--- src/rtl/crc_pkg.sv ---
// Shared types and helpers for the multi-cycle CRC engine.
// Holds the FSM state encoding, a bit-reversal helper and the counter sizing rule.
package crc_pkg;

  typedef enum logic [1:0] {
    IDLE,
    RUN,
    DONE
  } crcState_e;

  // Widest CRC register the reversal helper handles.
  localparam int MAX_CRC_W = 64;

  function automatic int cntWidth(input int steps);
    return $clog2(steps + 1);
  endfunction

  // Reverses the low 'width' bits of value; bits above 'width' come back as zero.
  function automatic logic [MAX_CRC_W-1:0] reverseBits(input logic [MAX_CRC_W-1:0] value,
                                                       input int width);
    logic [MAX_CRC_W-1:0] result;
    result = '0;
    for (int i = 0; i < MAX_CRC_W; i++) begin
      if (i < width) result[width-1-i] = value[i];
    end
    return result;
  endfunction

endpackage

--- src/rtl/crc_step.sv ---
// Combinational CRC update over STEP_W message bits, bits[STEP_W-1] entering first.
// Unrolled so one engine cycle can consume a whole chunk.
module crc_step #(
  parameter int                CRC_W  = 32,
  parameter logic [CRC_W-1:0]  POLY   = 32'h04C11DB7,
  parameter int                STEP_W = 8
) (
  input  logic [CRC_W-1:0]  crcIn,
  input  logic [STEP_W-1:0] bits,
  output logic [CRC_W-1:0]  crcOut
);

  logic feedback;

  always_comb begin
    crcOut   = crcIn;
    feedback = 1'b0;
    for (int i = STEP_W - 1; i >= 0; i--) begin
      feedback = crcOut[CRC_W-1] ^ bits[i];
      crcOut   = (crcOut << 1) ^ (feedback ? POLY : '0);
    end
  end

endmodule

--- src/rtl/crc_engine.sv ---
// Multi-cycle CRC engine: accepts a DATA_W word, steps STEP_W bits per cycle and
// strobes the (optionally chained) CRC result for one cycle when the word is consumed.
module crc_engine
  import crc_pkg::*;
#(
  parameter int               DATA_W      = 136,
  parameter int               CRC_W       = 32,
  parameter logic [CRC_W-1:0] POLY        = 32'h04C11DB7,
  parameter logic [CRC_W-1:0] INIT        = 32'hFFFFFFFF,
  parameter logic [CRC_W-1:0] XOR_OUT     = 32'h00000000,
  parameter int               STEP_W      = 8,
  parameter bit               REFLECT_IN  = 1'b0,
  parameter bit               REFLECT_OUT = 1'b0
) (
  input  logic              clk_i,
  input  logic              rst_i,
  input  logic              inDataValid_i,
  input  logic [DATA_W-1:0] inData_i,
  input  logic              inFirst_i,
  output logic              busy_o,
  output logic [CRC_W-1:0]  outData_o,
  output logic              outValid_o
);

  localparam int NUM_STEPS = DATA_W / STEP_W;
  localparam int CNT_W     = cntWidth(NUM_STEPS);
  localparam logic [CNT_W-1:0] LAST_STEP = CNT_W'(NUM_STEPS - 1);

  if (DATA_W % STEP_W != 0) begin : gBadStepWidth
    $error("crc_engine: DATA_W must be a multiple of STEP_W");
  end
  if (CRC_W > MAX_CRC_W) begin : gBadCrcWidth
    $error("crc_engine: CRC_W exceeds the supported maximum");
  end

  crcState_e         state;
  logic [DATA_W-1:0] shiftReg;
  logic [CNT_W-1:0]  stepCount;
  logic [CRC_W-1:0]  crcReg;
  logic [STEP_W-1:0] stepBits;
  logic [CRC_W-1:0]  nextCrc;
  logic [CRC_W-1:0]  resultCrc;
  logic              accept;

  assign accept = inDataValid_i && !busy_o;

  // LSB-first words are fed from the bottom of the shift register, so the chunk is
  // reversed to keep the first-consumed bit at the top of stepBits.
  always_comb begin
    stepBits = '0;
    if (REFLECT_IN) begin
      for (int i = 0; i < STEP_W; i++) stepBits[STEP_W-1-i] = shiftReg[i];
    end else begin
      stepBits = shiftReg[DATA_W-1 -: STEP_W];
    end
  end

  crc_step #(
    .CRC_W (CRC_W),
    .POLY  (POLY),
    .STEP_W(STEP_W)
  ) uStep (
    .crcIn (crcReg),
    .bits  (stepBits),
    .crcOut(nextCrc)
  );

  always_comb begin
    resultCrc = nextCrc;
    if (REFLECT_OUT) resultCrc = CRC_W'(reverseBits(MAX_CRC_W'(nextCrc), CRC_W));
    resultCrc = resultCrc ^ XOR_OUT;
  end

  // crcReg is the raw register that persists between words for chaining; only the
  // published outData_o carries the output reflection and XOR.
  always_ff @(posedge clk_i or negedge rst_i) begin
    if (!rst_i) begin
      state      <= IDLE;
      shiftReg   <= '0;
      stepCount  <= '0;
      crcReg     <= INIT;
      busy_o     <= 1'b0;
      outValid_o <= 1'b0;
      outData_o  <= '0;
    end else begin
      outValid_o <= 1'b0;
      case (state)
        IDLE, DONE: begin
          if (accept) begin
            shiftReg  <= inData_i;
            stepCount <= '0;
            crcReg    <= inFirst_i ? INIT : crcReg;
            busy_o    <= 1'b1;
            state     <= RUN;
          end else begin
            state <= IDLE;
          end
        end
        RUN: begin
          crcReg    <= nextCrc;
          shiftReg  <= REFLECT_IN ? (shiftReg >> STEP_W) : (shiftReg << STEP_W);
          stepCount <= stepCount + 1'b1;
          if (stepCount == LAST_STEP) begin
            busy_o     <= 1'b0;
            outValid_o <= 1'b1;
            outData_o  <= resultCrc;
            state      <= DONE;
          end
        end
        default: begin
          busy_o <= 1'b0;
          state  <= IDLE;
        end
      endcase
    end
  end

endmodule

--- config.mk ---
export PLATFORM = sky130hd
export DESIGN_NAME = crc_engine
export DESIGN_NICKNAME = d
export VERILOG_FILES = /design/src/rtl/crc_pkg.sv /design/src/rtl/crc_step.sv /design/src/rtl/crc_engine.sv
export SDC_FILE = /design/constraint.sdc
export NUM_CORES = 1
export LEC_CHECK = 0
export CORE_AREA = 2 2 194 196
export DETAILED_ROUTE_END_ITERATION = 8
export DIE_AREA = 0 0 196 198
export MAX_ROUTING_LAYER = met4
export PLACE_DENSITY = 0.51
export SLEW_MARGIN = 25
export SYNTH_ARGS = -nofsm -noshare
export SYNTH_HDL_FRONTEND = slang
export SYNTH_SLANG_ARGS = --single-unit
--- constraint.sdc ---
create_clock -name clk_i -period 1.9 [get_ports clk_i]
set_input_delay 0.19 -clock clk_i [delete_from_list [all_inputs] [get_ports clk_i]]
set_output_delay 0.19 -clock clk_i [all_outputs]
set_load 0.03 [all_outputs]
==> results of run 1 <==
==> flip-flops by register name, indices dropped and copies added (netlist names) <==
signal      cells
stepCount       5
outData_o      32
state           2
outValid_o      1
shiftReg      136
busy_o          1
crcReg         32
==> cell usage after synthesis <==
| cell | count | share of area |
|---|---|---|
| xnor3_1 | 11 | 0.027 |
| nor2b_1 | 1 | 0.00069 |
| o31ai_1 | 1 | 0.00083 |
| nand2b_1 | 1 | 0.00069 |
| buf_2 | 11 | 0.0061 |
| nor4bb_1 | 1 | 0.0011 |
| xnor2_2 | 6 | 0.011 |
| a21oi_1 | 27 | 0.015 |
| buf_1 | 13 | 0.0054 |
| xor3_1 | 5 | 0.013 |
| xnor2_1 | 22 | 0.021 |
| nor2_1 | 286 | 0.12 |
| xnor2_4 | 5 | 0.015 |
| o21ai_0 | 25 | 0.014 |
| nor3b_1 | 1 | 0.00083 |
| nand3_1 | 9 | 0.0050 |
| ha_1 | 2 | 0.0028 |
| mux2i_1 | 1 | 0.0011 |
| mux2_2 | 4 | 0.0050 |
| o32ai_1 | 1 | 0.00096 |
| xor3_2 | 1 | 0.0028 |
| nand4_1 | 2 | 0.0014 |
| o22ai_1 | 128 | 0.088 |
| or3b_2 | 1 | 0.00096 |
| inv_1 | 4 | 0.0017 |
| nand2_1 | 49 | 0.020 |
| clkbuf_1 | 35 | 0.014 |
| mux2_4 | 1 | 0.0017 |
| o22a_1 | 5 | 0.0048 |
| clkbuf_8 | 1 | 0.0015 |
| o21ai_1 | 7 | 0.0039 |
| clkinv_1 | 1 | 0.00041 |
| xor2_1 | 14 | 0.013 |
| dfrtp_1 | 177 | 0.49 |
| a21o_1 | 1 | 0.00083 |
| dfstp_2 | 32 | 0.092 |
==> how the worst max path moves through the flow <==
stage               cells past startpoint  slack, ns     startpoint       endpoint
global placement                        5      -0.10  inDataValid_i  shiftReg[130]
floorplan                               7       0.03         busy_o   shiftReg[13]
global route                            5      -0.05     crcReg[28]   outData_o[5]
CTS                                     6      -0.04     crcReg[29]  outData_o[15]
finish                                  5       0.01     crcReg[28]   outData_o[5]
detailed placement                      5      -0.10  inDataValid_i  shiftReg[130]
==> per-stage QoR <==
step / hold slack [ns] / setup TNS (ns) / utilization / cell area [um^2] / total power (uW)
after floorplan: -0.1056 / 0 / - / 9092 / 16280
after global placement: 0.1549 / -2.319 / 0.3212 / 11870 / 21280
after detailed placement: 0.1501 / -2.491 / 0.3212 / 11870 / 21430
after CTS: 0.1821 / -0.07677 / 0.3477 / 12850 / 27020
after global routing: 0.2099 / -0.1241 / 0.3498 / 12930 / 28820
final: 0.1922 / 0 / 0.3498 / 12930 / 26960
==> layout make-up <==
cell class | count | area share
flip-flops and latches | 209 | 0.4077
clock buffers | 36 | 0.06184
inverters | 5 | 0.001452
diodes | 3 | 0.0005807
well taps | 474 | 0.04587
clock inverters | 12 | 0.01132
repair buffers | 235 | 0.1877
multi-input cells | 618 | 0.2835
==> per-layer routing <==
| layer | part of all wire | track usage | up-vias |
|---|---|---|---|
| li1 | - | - | 3463 |
| met1 | 0.46 | 0.1803 | 3434 |
| met2 | 0.46 | 0.2167 | 176 |
| met3 | 0.058 | 0.03321 | 39 |
| met4 | 0.021 | 0.03171 | 0 |
| met5 | 0 | - | - |
==> what timing repair did <==
item / 4_1_cts / 5_1_grt
resized for setup: 5 / 14
hold buffers: 1 / 0
endpoints found under the hold margin: 152 / 0
pin swaps: 0 / 4
endpoints found under the setup margin: 7 / 38
==> worst register-to-register path: cells and delay by family (launching register included) <==
kind / cells / cell delay (ns)
DFF: 1 / 0.58
muxes: 1 / 0.28
xor gates and xnor gates: 3 / 0.78
buffers and inverters: 1 / 0.15
==> cells by family (layout without fill, tap and decap cells) <==
group | count (synthesis) | in the layout | share of synthesized area
AND/OR/NAND/NOR | 351 | 351 | 0.1489
multiplexers | 6 | 6 | 0.007705
XOR/XNOR | 64 | 64 | 0.1036
adder cells (fa/ha/maj) | 2 | 2 | 0.002752
AO/OA/AOI/OAI | 195 | 195 | 0.1280
other | 0 | 3 | 0
flip-flops | 209 | 209 | 0.5796
buffers and inverters | 65 | 288 | 0.02945
==> power groups by stage <==
stage / logic [uW] / registers, uW / clock network [uW]
after floorplan: 7920 / 8360 / 0
after global placement: 13300 / 8020 / 0
after detailed placement: 13400 / 8050 / 0
after CTS: 13500 / 8010 / 5480
after global routing: 14900 / 8290 / 5670
final: 13600 / 8010 / 5320
==> out/results.txt, run 1 <==
slowest stage cell, crit path: dfstp_2
vias: 7112
max-cap violations: 0
clock buffer count from CTS: 26
ANT nets after route: 0
total track usage: 0.1378
DRC: 0
number of port buffers: 173
status: completed
critical path type: flip-flop to flip-flop
Avg Cell Area, Syn: 10.19 um^2
die width: 196 um
Comb pwr share: 0.506
storage element area: 5271 um^2
Syn Nets: 1034
CP Max Fanout: 5
final hold violation count: 0
CP Capture Type: flip-flop
FF-to-FF Start: crcReg[28]
CP arrival: 2.30 ns
TritonCTS clock tree: yes
clock sinks: 209
die height: 198 um
RSZ-0062 raised after global routing: true
Seq/Total Area, Yosys: 0.5796
Slew HR: 0.7029
fin nets: 1237
Syn Inst Count: 892
Starting Density: 0.2460
Syn Std Cell Area: 9092 um^2
Max stage delay on crit path: 0.58 ns
pwr dens: 2086 nW/um^2
register-to-register setup slack: 0.01 ns
Cells after DPL: 1540
CP startpoint kind: flip-flop
YS warnings: 0
Sw Ratio: 0.3714
most used cell, CP: xnor2_4
NetSw: 10010 uW
Area Overhead vs Synth: 42.19%
Req. time, crit path: 2.31 ns
Longest Clk Path Bufs: 3
# Post-CTS Setup Buffers: 0
initial antenna violation count: 3
minimum clock period: 1.890 ns
commonest non-fill, non-tap cells in the layout: nor2_1 (286), dfrtp_1 (176), clkdlybuf4s50_1 (171), o22ai_1 (128), nand2_1 (48)
number of filler cells placed in the layout: 3730
Worst-Skew Late Latency: 0.53 ns
Buffers & Inverters on Critical Path: 1
Setup WS pre-CTS: -0.1049 ns
Crit path max-delay family: XOR/XNOR gates
sequential share of power: 0.297
Pleak: 0.005328 uW
Core Area: 36960 um^2
period utilisation layout: 0.9945
endpoints failing setup: 0
Hold Path Class: input pin to asynchronous set/reset pin
flops & latches, synth: 209
share of cells above drive strength 1: 0.1570
Critical R2R Capture: outData_o[5]
Slew Viols, Final: 0
Non-Filler Instances: 1592
Clk pin slew, worst setup/hold paths: 0.06 ns
root buf cell: clkbuf_16
Distinct cells, synth: 36
first-pass GRT wire length: 41.14 mm
Via density: 4.467
io pins: 174
largest net degree at the start of global routing: 56
RD Place Congestion: 0.8033
H-tree depth: 1
fmax: 529.2 MHz
Final WS setup: 0.01050 ns
vias in the first global route: 7315
wire length per cell: 16.26 um
gr ovfl total: 0
overall routed net length: 25.89 mm
skew final: 0.01594 ns
Clock power frac: 0.197
iteration-0 DRC count of the detailed router: 331
R2R depth: 5
internal power: 16950 uW
1st-pass router iterations: 4
DP Wirelength: 18.06 mm
Worst Tran Pin Value: 0.4457 ns
total die area: 38810 um^2
area of the multi-input gates: 3665 um^2
commonest non-fill, non-tap cell in the layout: nor2_1
Core Rows: 71
maximum vdd drop: 1.058 mV
worst-path cell chain: xnor2_4, buf_12, xnor2_4, xnor3_2, mux2_2
Note: power is estimated with default switching activity, not from simulation.
==> run 2, diff against run 1 <==
CORE_AREA = 3 3 195 197   (was 2 2 194 196)
DIE_AREA = 0 0 198 200   (was 0 0 196 198)
==> run 2 against run 1 <==
Flip-flop and latch count is the same. Total power shrank 1.7%. Fmax up 0.77%. Critical endpoint is now outData_o[24].
==> out/results.txt, run 2 (synthesized netlist as in run 1, its figures left out) <==
Via density: 4.467 (about the same)
Slew Viols, Final: 0 (unchanged)
skew final: 0.01703 ns (+0.001095 ns)
CP arrival: 2.28 ns (-0.02 ns)
total die area: 39600 um^2 (+2.0%)
register-to-register setup slack: 0.02 ns (about the same)
number of flip-flops in the largest register: 136 (unchanged)
die width: 198 um (+1.0%)
Hold Path Class: input pin to asynchronous set/reset pin
Fin Setup TNS: 0 ns (unchanged)
H-tree depth: 1 (unchanged)
gr ovfl total: 0 (unchanged)
CP Capture Type: flip-flop
worst-path cell chain: xnor2_2, buf_6, xnor3_2, xnor2_1, mux2_2
Max stage delay on crit path: 0.55 ns (-0.03 ns)
share of cells above drive strength 1: 0.1403 (-0.01668)
Starting Density: 0.2496 (+0.003515)
clock sinks: 209 (unchanged)
final hold violation count: 0 (unchanged)
vias: 7044 (-0.96%)
internal power: 16660 uW (-1.7%)
TritonCTS clock tree: yes
CP startpoint kind: flip-flop
critical path type: flip-flop to flip-flop
vias in the first global route: 7246 (-0.94%)
fmax: 533.3 MHz (+0.77%)
slowest stage cell, crit path: dfstp_2
number of port buffers: 173 (unchanged)
max-cap violations: 0 (unchanged)
status: completed
root buf cell: clkbuf_16
Clk pin slew, worst setup/hold paths: 0.06 ns (about the same)
Longest Clk Path Bufs: 3 (unchanged)
Pleak: 0.005222 uW (-2.0%)
DP Wirelength: 18.52 mm (+2.5%)
Layout Cell Area excl Fill: 12720 um^2 (-1.6%)
DRC: 0 (unchanged)
overall routed net length: 26.42 mm (+2.0%)
initial antenna violation count: 4 (+1)
Worst Tran Pin Value: 0.4543 ns (+0.008569 ns)
Core Area: 36430 um^2 (-1.4%)
commonest non-fill, non-tap cell in the layout: nor2_1
Sw Ratio: 0.3716 (about the same)
first-pass GRT wire length: 41.66 mm (+1.3%)
Comb pwr share: 0.505 (about the same)
commonest non-fill, non-tap cells in the layout: nor2_1 (286), dfrtp_1 (177), clkdlybuf4s50_1 (170), o22ai_1 (128), nand2_1 (48)
Worst-Skew Late Latency: 0.53 ns (about the same)
endpoints failing setup: 0 (unchanged)
minimum clock period: 1.875 ns (-0.01434 ns)
Req. time, crit path: 2.30 ns (about the same)
io pins: 174 (unchanged)
sequential share of power: 0.303 (+0.006)
RSZ-0062 raised after global routing: true
Largest regs: shiftReg: 136 flops, crcReg: 32 flops, outData_o: 32 flops
clock buffer count from CTS: 26 (unchanged)
period utilisation layout: 0.9869 (-0.007550)
FF-to-FF Start: crcReg[25]
1st-pass router iterations: 4 (unchanged)
dpl cell area: 11690 um^2 (-1.5%)
fin nets: 1227 (-0.81%)
iteration-0 DRC count of the detailed router: 359 (+8.5%)
NetSw: 9850 uW (-1.6%)
Slew HR: 0.6971 (-0.005713)
pwr dens: 2084 nW/um^2 (about the same)
ANT nets after route: 0 (unchanged)
total track usage: 0.1355 (-0.002316)
maximum vdd drop: 1.080 mV (+2.1%)
Area Overhead vs Synth: 39.91%
RD Place Congestion: 0.7981 (-0.65%)
CP Max Fanout: 4 (-1)
Tot Pwr: 26510 uW (-1.7%)
Top reg by flops: shiftReg
Core Rows: 70 (-1.4%)
wire length per cell: 16.75 um (+3.0%)
Clock power frac: 0.192 (-0.005)
die height: 200 um (+1.0%)
largest net degree at the start of global routing: 56 (unchanged)
R2R depth: 5 (unchanged)
Critical R2R Capture: outData_o[24]
Util after Layout: 0.3491 (-0.0007030)
-- run 2: cell types whose count changed in the layout (fill, tap and decap cells not counted), moves of 2 or more --
cell / before / now
buf_4: 41 / 36
buf_12: 17 / 12
clkbuf_1: 0 / 5
xnor2_1: 18 / 20
xnor2_2: 7 / 5
clkbuf_8: 9 / 5
xnor3_2: 3 / 1
xnor3_1: 8 / 10
-- run 2: stage by stage --
stage	setup slack [ns]	hold WS, ns	instances
2_1_floorplan	0.02728	-0.1056	892
3_3_place_gp	0.02253	0.09927	1520
3_5_place_dp	-0.001618	0.1037	1520
4_1_cts	0.01560	0.1473	1569
5_1_grt	-0.03360	0.1562	1577
6_report	0.02484	0.1425	1577
-- run 2: layout make-up --
class	instances	area [um^2]
Sequential cell	209	5270
Tap cell	468	585.6
Antenna cell	4	10.01
Timing Repair Buffer	225	2292
Multi-Input combinational cell	618	3652
Clock buffer	36	738.2
Clock inverter	12	153.9
Inverter	5	18.77
Fill cell	3701	23710
-- run 2: worst max-delay path, delay by kind of cell, from the launching register on --
kind | cells | cell delay (ns)
buffers and inverters | 1 | 0.15
multiplexers | 1 | 0.27
flip-flops | 1 | 0.55
XOR/XNOR | 3 | 0.79
-- run 2: timing repair --
action / 4_1_cts / 5_1_grt
endpoints found under the hold margin: 185 / 0
pin swaps: 1 / 1
setup endpoints to repair: 2 / 37
resized for setup: 1 / 14
setup buffers: 0 / 4
hold buffers: 1 / 0
-- run 2: per-layer routing --
| metal | track usage | part of all wire |
|---|---|---|
| met2 | 0.2014 | 0.44 |
| met4 | 0.02385 | 0.016 |
| met1 | 0.1917 | 0.48 |
| met5 | - | 0 |
| met3 | 0.03172 | 0.060 |
-- run 2: power groups by stage --
stage                     clock network (uW)  registers, uW  logic [uW]
after floorplan                            0           8360        7920
after global placement                     0           8050       12900
after detailed placement                   0           8080       13000
after CTS                               5260           8030       13000
after global routing                    5470           8270       14600
final                                   5090           8030       13400
-- run 2: worst max-delay path by stage --
stage                     slack [ns]  cells after the start          start            end
after floorplan                 0.03                      7         busy_o   shiftReg[13]
after global placement          0.02                      5     crcReg[31]   outData_o[6]
after detailed placement      -0.002                      5  inDataValid_i   shiftReg[30]
after CTS                       0.02                      4     crcReg[31]  outData_o[24]
after global routing           -0.03                      5     crcReg[25]   outData_o[2]
final                           0.02                      5     crcReg[25]  outData_o[24]
==> run 3, diff against run 2 <==
TNS_END_PERCENT = 1   (was default)
==> run 3 against run 2 <==
Register-to-register slack is essentially flat. Wire length decreased by 0.51%. Global-route usage unchanged. Hold slack is essentially flat. Largest power group unchanged.
==> out/results.txt, run 3 (synthesized netlist as in run 1, its figures left out) <==
status: completed
clock buffer count from CTS: 26 (unchanged)
Clk pin slew, worst setup/hold paths: 0.06 ns (about the same)
Area Overhead vs Synth: 39.12%
CP startpoint kind: flip-flop
gr ovfl total: 0 (unchanged)
maximum vdd drop: 0.9840 mV (-8.9%)
Pleak: 0.005187 uW (-0.66%)
first-pass GRT wire length: 41.66 mm (unchanged)
Worst-Skew Late Latency: 0.53 ns (about the same)
Core Area: 36430 um^2 (unchanged)
Starting Density: 0.2496 (unchanged)
Req. time, crit path: 2.30 ns (about the same)
io pins: 174 (unchanged)
vias in the first global route: 7246 (unchanged)
total die area: 39600 um^2 (unchanged)
final hold violation count: 0 (unchanged)
DRC: 0 (unchanged)
register-to-register setup slack: 0.03 ns (about the same)
fin nets: 1223 (-0.33%)
Longest Clk Path Bufs: 3 (unchanged)
largest net degree at the start of global routing: 56 (unchanged)
R2R depth: 5 (unchanged)
initial antenna violation count: 4 (unchanged)
Non-Filler Instances: 1573 (-0.25%)
1st-pass router iterations: 4 (unchanged)
die height: 200 um (unchanged)
Cells after DPL: 1520 (unchanged)
root buf cell: clkbuf_16
Critical R2R Capture: outData_o[5]
storage element area: 5270 um^2 (unchanged)
share of cells above drive strength 1: 0.1353 (-0.004940)
slowest stage cell, crit path: dfstp_2
Tot Pwr: 26110 uW (-1.5%)
Slew HR: 0.6954 (-0.001711)
number of flip-flops in the largest register: 136 (unchanged)
Max stage delay on crit path: 0.58 ns (+0.03 ns)
clock sinks: 209 (unchanged)
TritonCTS clock tree: yes
period utilisation layout: 0.9861 (about the same)
FF-to-FF Start: crcReg[28]
Setup WS pre-CTS: -0.001618 ns (unchanged)
vias: 7030 (-0.20%)
ANT nets after route: 0 (unchanged)
CP Capture Type: flip-flop
RD Place Congestion: 0.7981 (unchanged)
Largest regs: shiftReg: 136 flops, crcReg: 32 flops, outData_o: 32 flops
Hold Path Class: input pin to asynchronous set/reset pin
skew final: 0.01717 ns (+0.0001382 ns)
area of the multi-input gates: 3615 um^2 (-1.0%)
total track usage: 0.1355 (unchanged)
H-tree depth: 1 (unchanged)
most used cell, CP: xnor2_4
minimum clock period: 1.874 ns (-0.001488 ns)
Core Rows: 70 (unchanged)
Worst Tran Pin Value: 0.4568 ns (+0.002566 ns)
RSZ-0062 raised after global routing: true
wire length per cell: 16.71 um (-0.25%)
max-cap violations: 0 (unchanged)
overall routed net length: 26.29 mm (-0.51%)
Slew Viols, Final: 0 (unchanged)
fmax: 533.7 MHz (about the same)
endpoints failing setup: 0 (unchanged)
# Post-CTS Setup Buffers: 0 (unchanged)
DP Wirelength: 18.52 mm (unchanged)
CP Max Fanout: 5 (+1)
die width: 198 um (unchanged)
CP arrival: 2.28 ns (about the same)
commonest non-fill, non-tap cells in the layout: nor2_1 (286), dfrtp_1 (177), clkdlybuf4s50_1 (170), o22ai_1 (128), nand2_1 (48)
worst-path cell chain: xnor2_4, buf_12, xnor2_4, xnor3_1, mux2_2
number of filler cells placed in the layout: 3713 (+0.32%)
number of port buffers: 173 (unchanged)
commonest non-fill, non-tap cell in the layout: nor2_1
iteration-0 DRC count of the detailed router: 332 (-7.5%)
Top reg by flops: shiftReg
Final WS setup: 0.02633 ns (+0.001488 ns)
pwr dens: 2064 nW/um^2 (-0.97%)
critical path type: flip-flop to flip-flop
Via density: 4.469 (about the same)
run 3: changes by cell type in the layout (fill, tap and decap cells not counted):
| cell | change |
|---|---|
| buf_4 | -3 |
| buf_6 | -1 |
| xnor2_1 | +2 |
| xnor2_4 | -2 |
run 3: where the power goes:
part | switching [uW] | leakage (uW) | internal, uW | total (uW)
logic | 6410 | 0.00250 | 6590 | 13000
clock network | 1960 | 0.000432 | 3130 | 5090
registers | 1340 | 0.00226 | 6680 | 8020
run 3: worst max-delay path: cells and delay by family (launching register included):
kind	cells	cell delay (ns)
multiplexers	1	0.27
buffers and inverters	1	0.15
XOR/XNOR	3	0.77
flip-flops	1	0.58
run 3: cell type report:
class	instances	share of cell area
diodes	4	0.0007913
multi-input cells	618	0.2858
inverters	5	0.001484
well taps	468	0.04629
repair buffers	221	0.1785
clock inverters	12	0.01217
clock buffers	36	0.05836
flip-flops and latches	209	0.4166
run 3: what timing repair did:
action / 4_1_cts / 5_1_grt
pin swaps: 1 / 0
hold endpoints to repair: 185 / 0
setup endpoints to repair: 2 / 37
cloned: 0 / 0
hold buffers: 1 / 0
resized for setup: 1 / 9
run 3: layer usage:
| layer | global-route usage | share of wire | vias up | wire [um] |
|---|---|---|---|---|
| li1 | - | - | 3445 | - |
| met1 | 0.1917 | 0.48 | 3360 | 12600 |
| met2 | 0.2014 | 0.44 | 193 | 11620 |
| met3 | 0.03172 | 0.062 | 32 | 1626 |
| met4 | 0.02385 | 0.016 | 0 | 433 |
| met5 | - | 0 | - | 0 |
run 3: worst max path at each step:
stage / start / end / cells after the start
2_1_floorplan: busy_o / shiftReg[13] / 7
3_3_place_gp: crcReg[31] / outData_o[6] / 5
3_5_place_dp: inDataValid_i / shiftReg[30] / 5
4_1_cts: crcReg[31] / outData_o[24] / 4
5_1_grt: crcReg[28] / outData_o[26] / 6
6_report: crcReg[28] / outData_o[5] / 5
run 3: stage by stage:
stage                     hold slack (ns)  setup TNS, ns  utilization  instance area (um^2)
after detailed placement           0.1037      -0.001618       0.3209                 11690
final                              0.1428              0       0.3472                 12650
after CTS                          0.1473              0       0.3457                 12590
after global placement            0.09927              0       0.3209                 11690
after floorplan                   -0.1056              0            -                  9092
after global routing               0.1562        -0.1439       0.3472                 12650
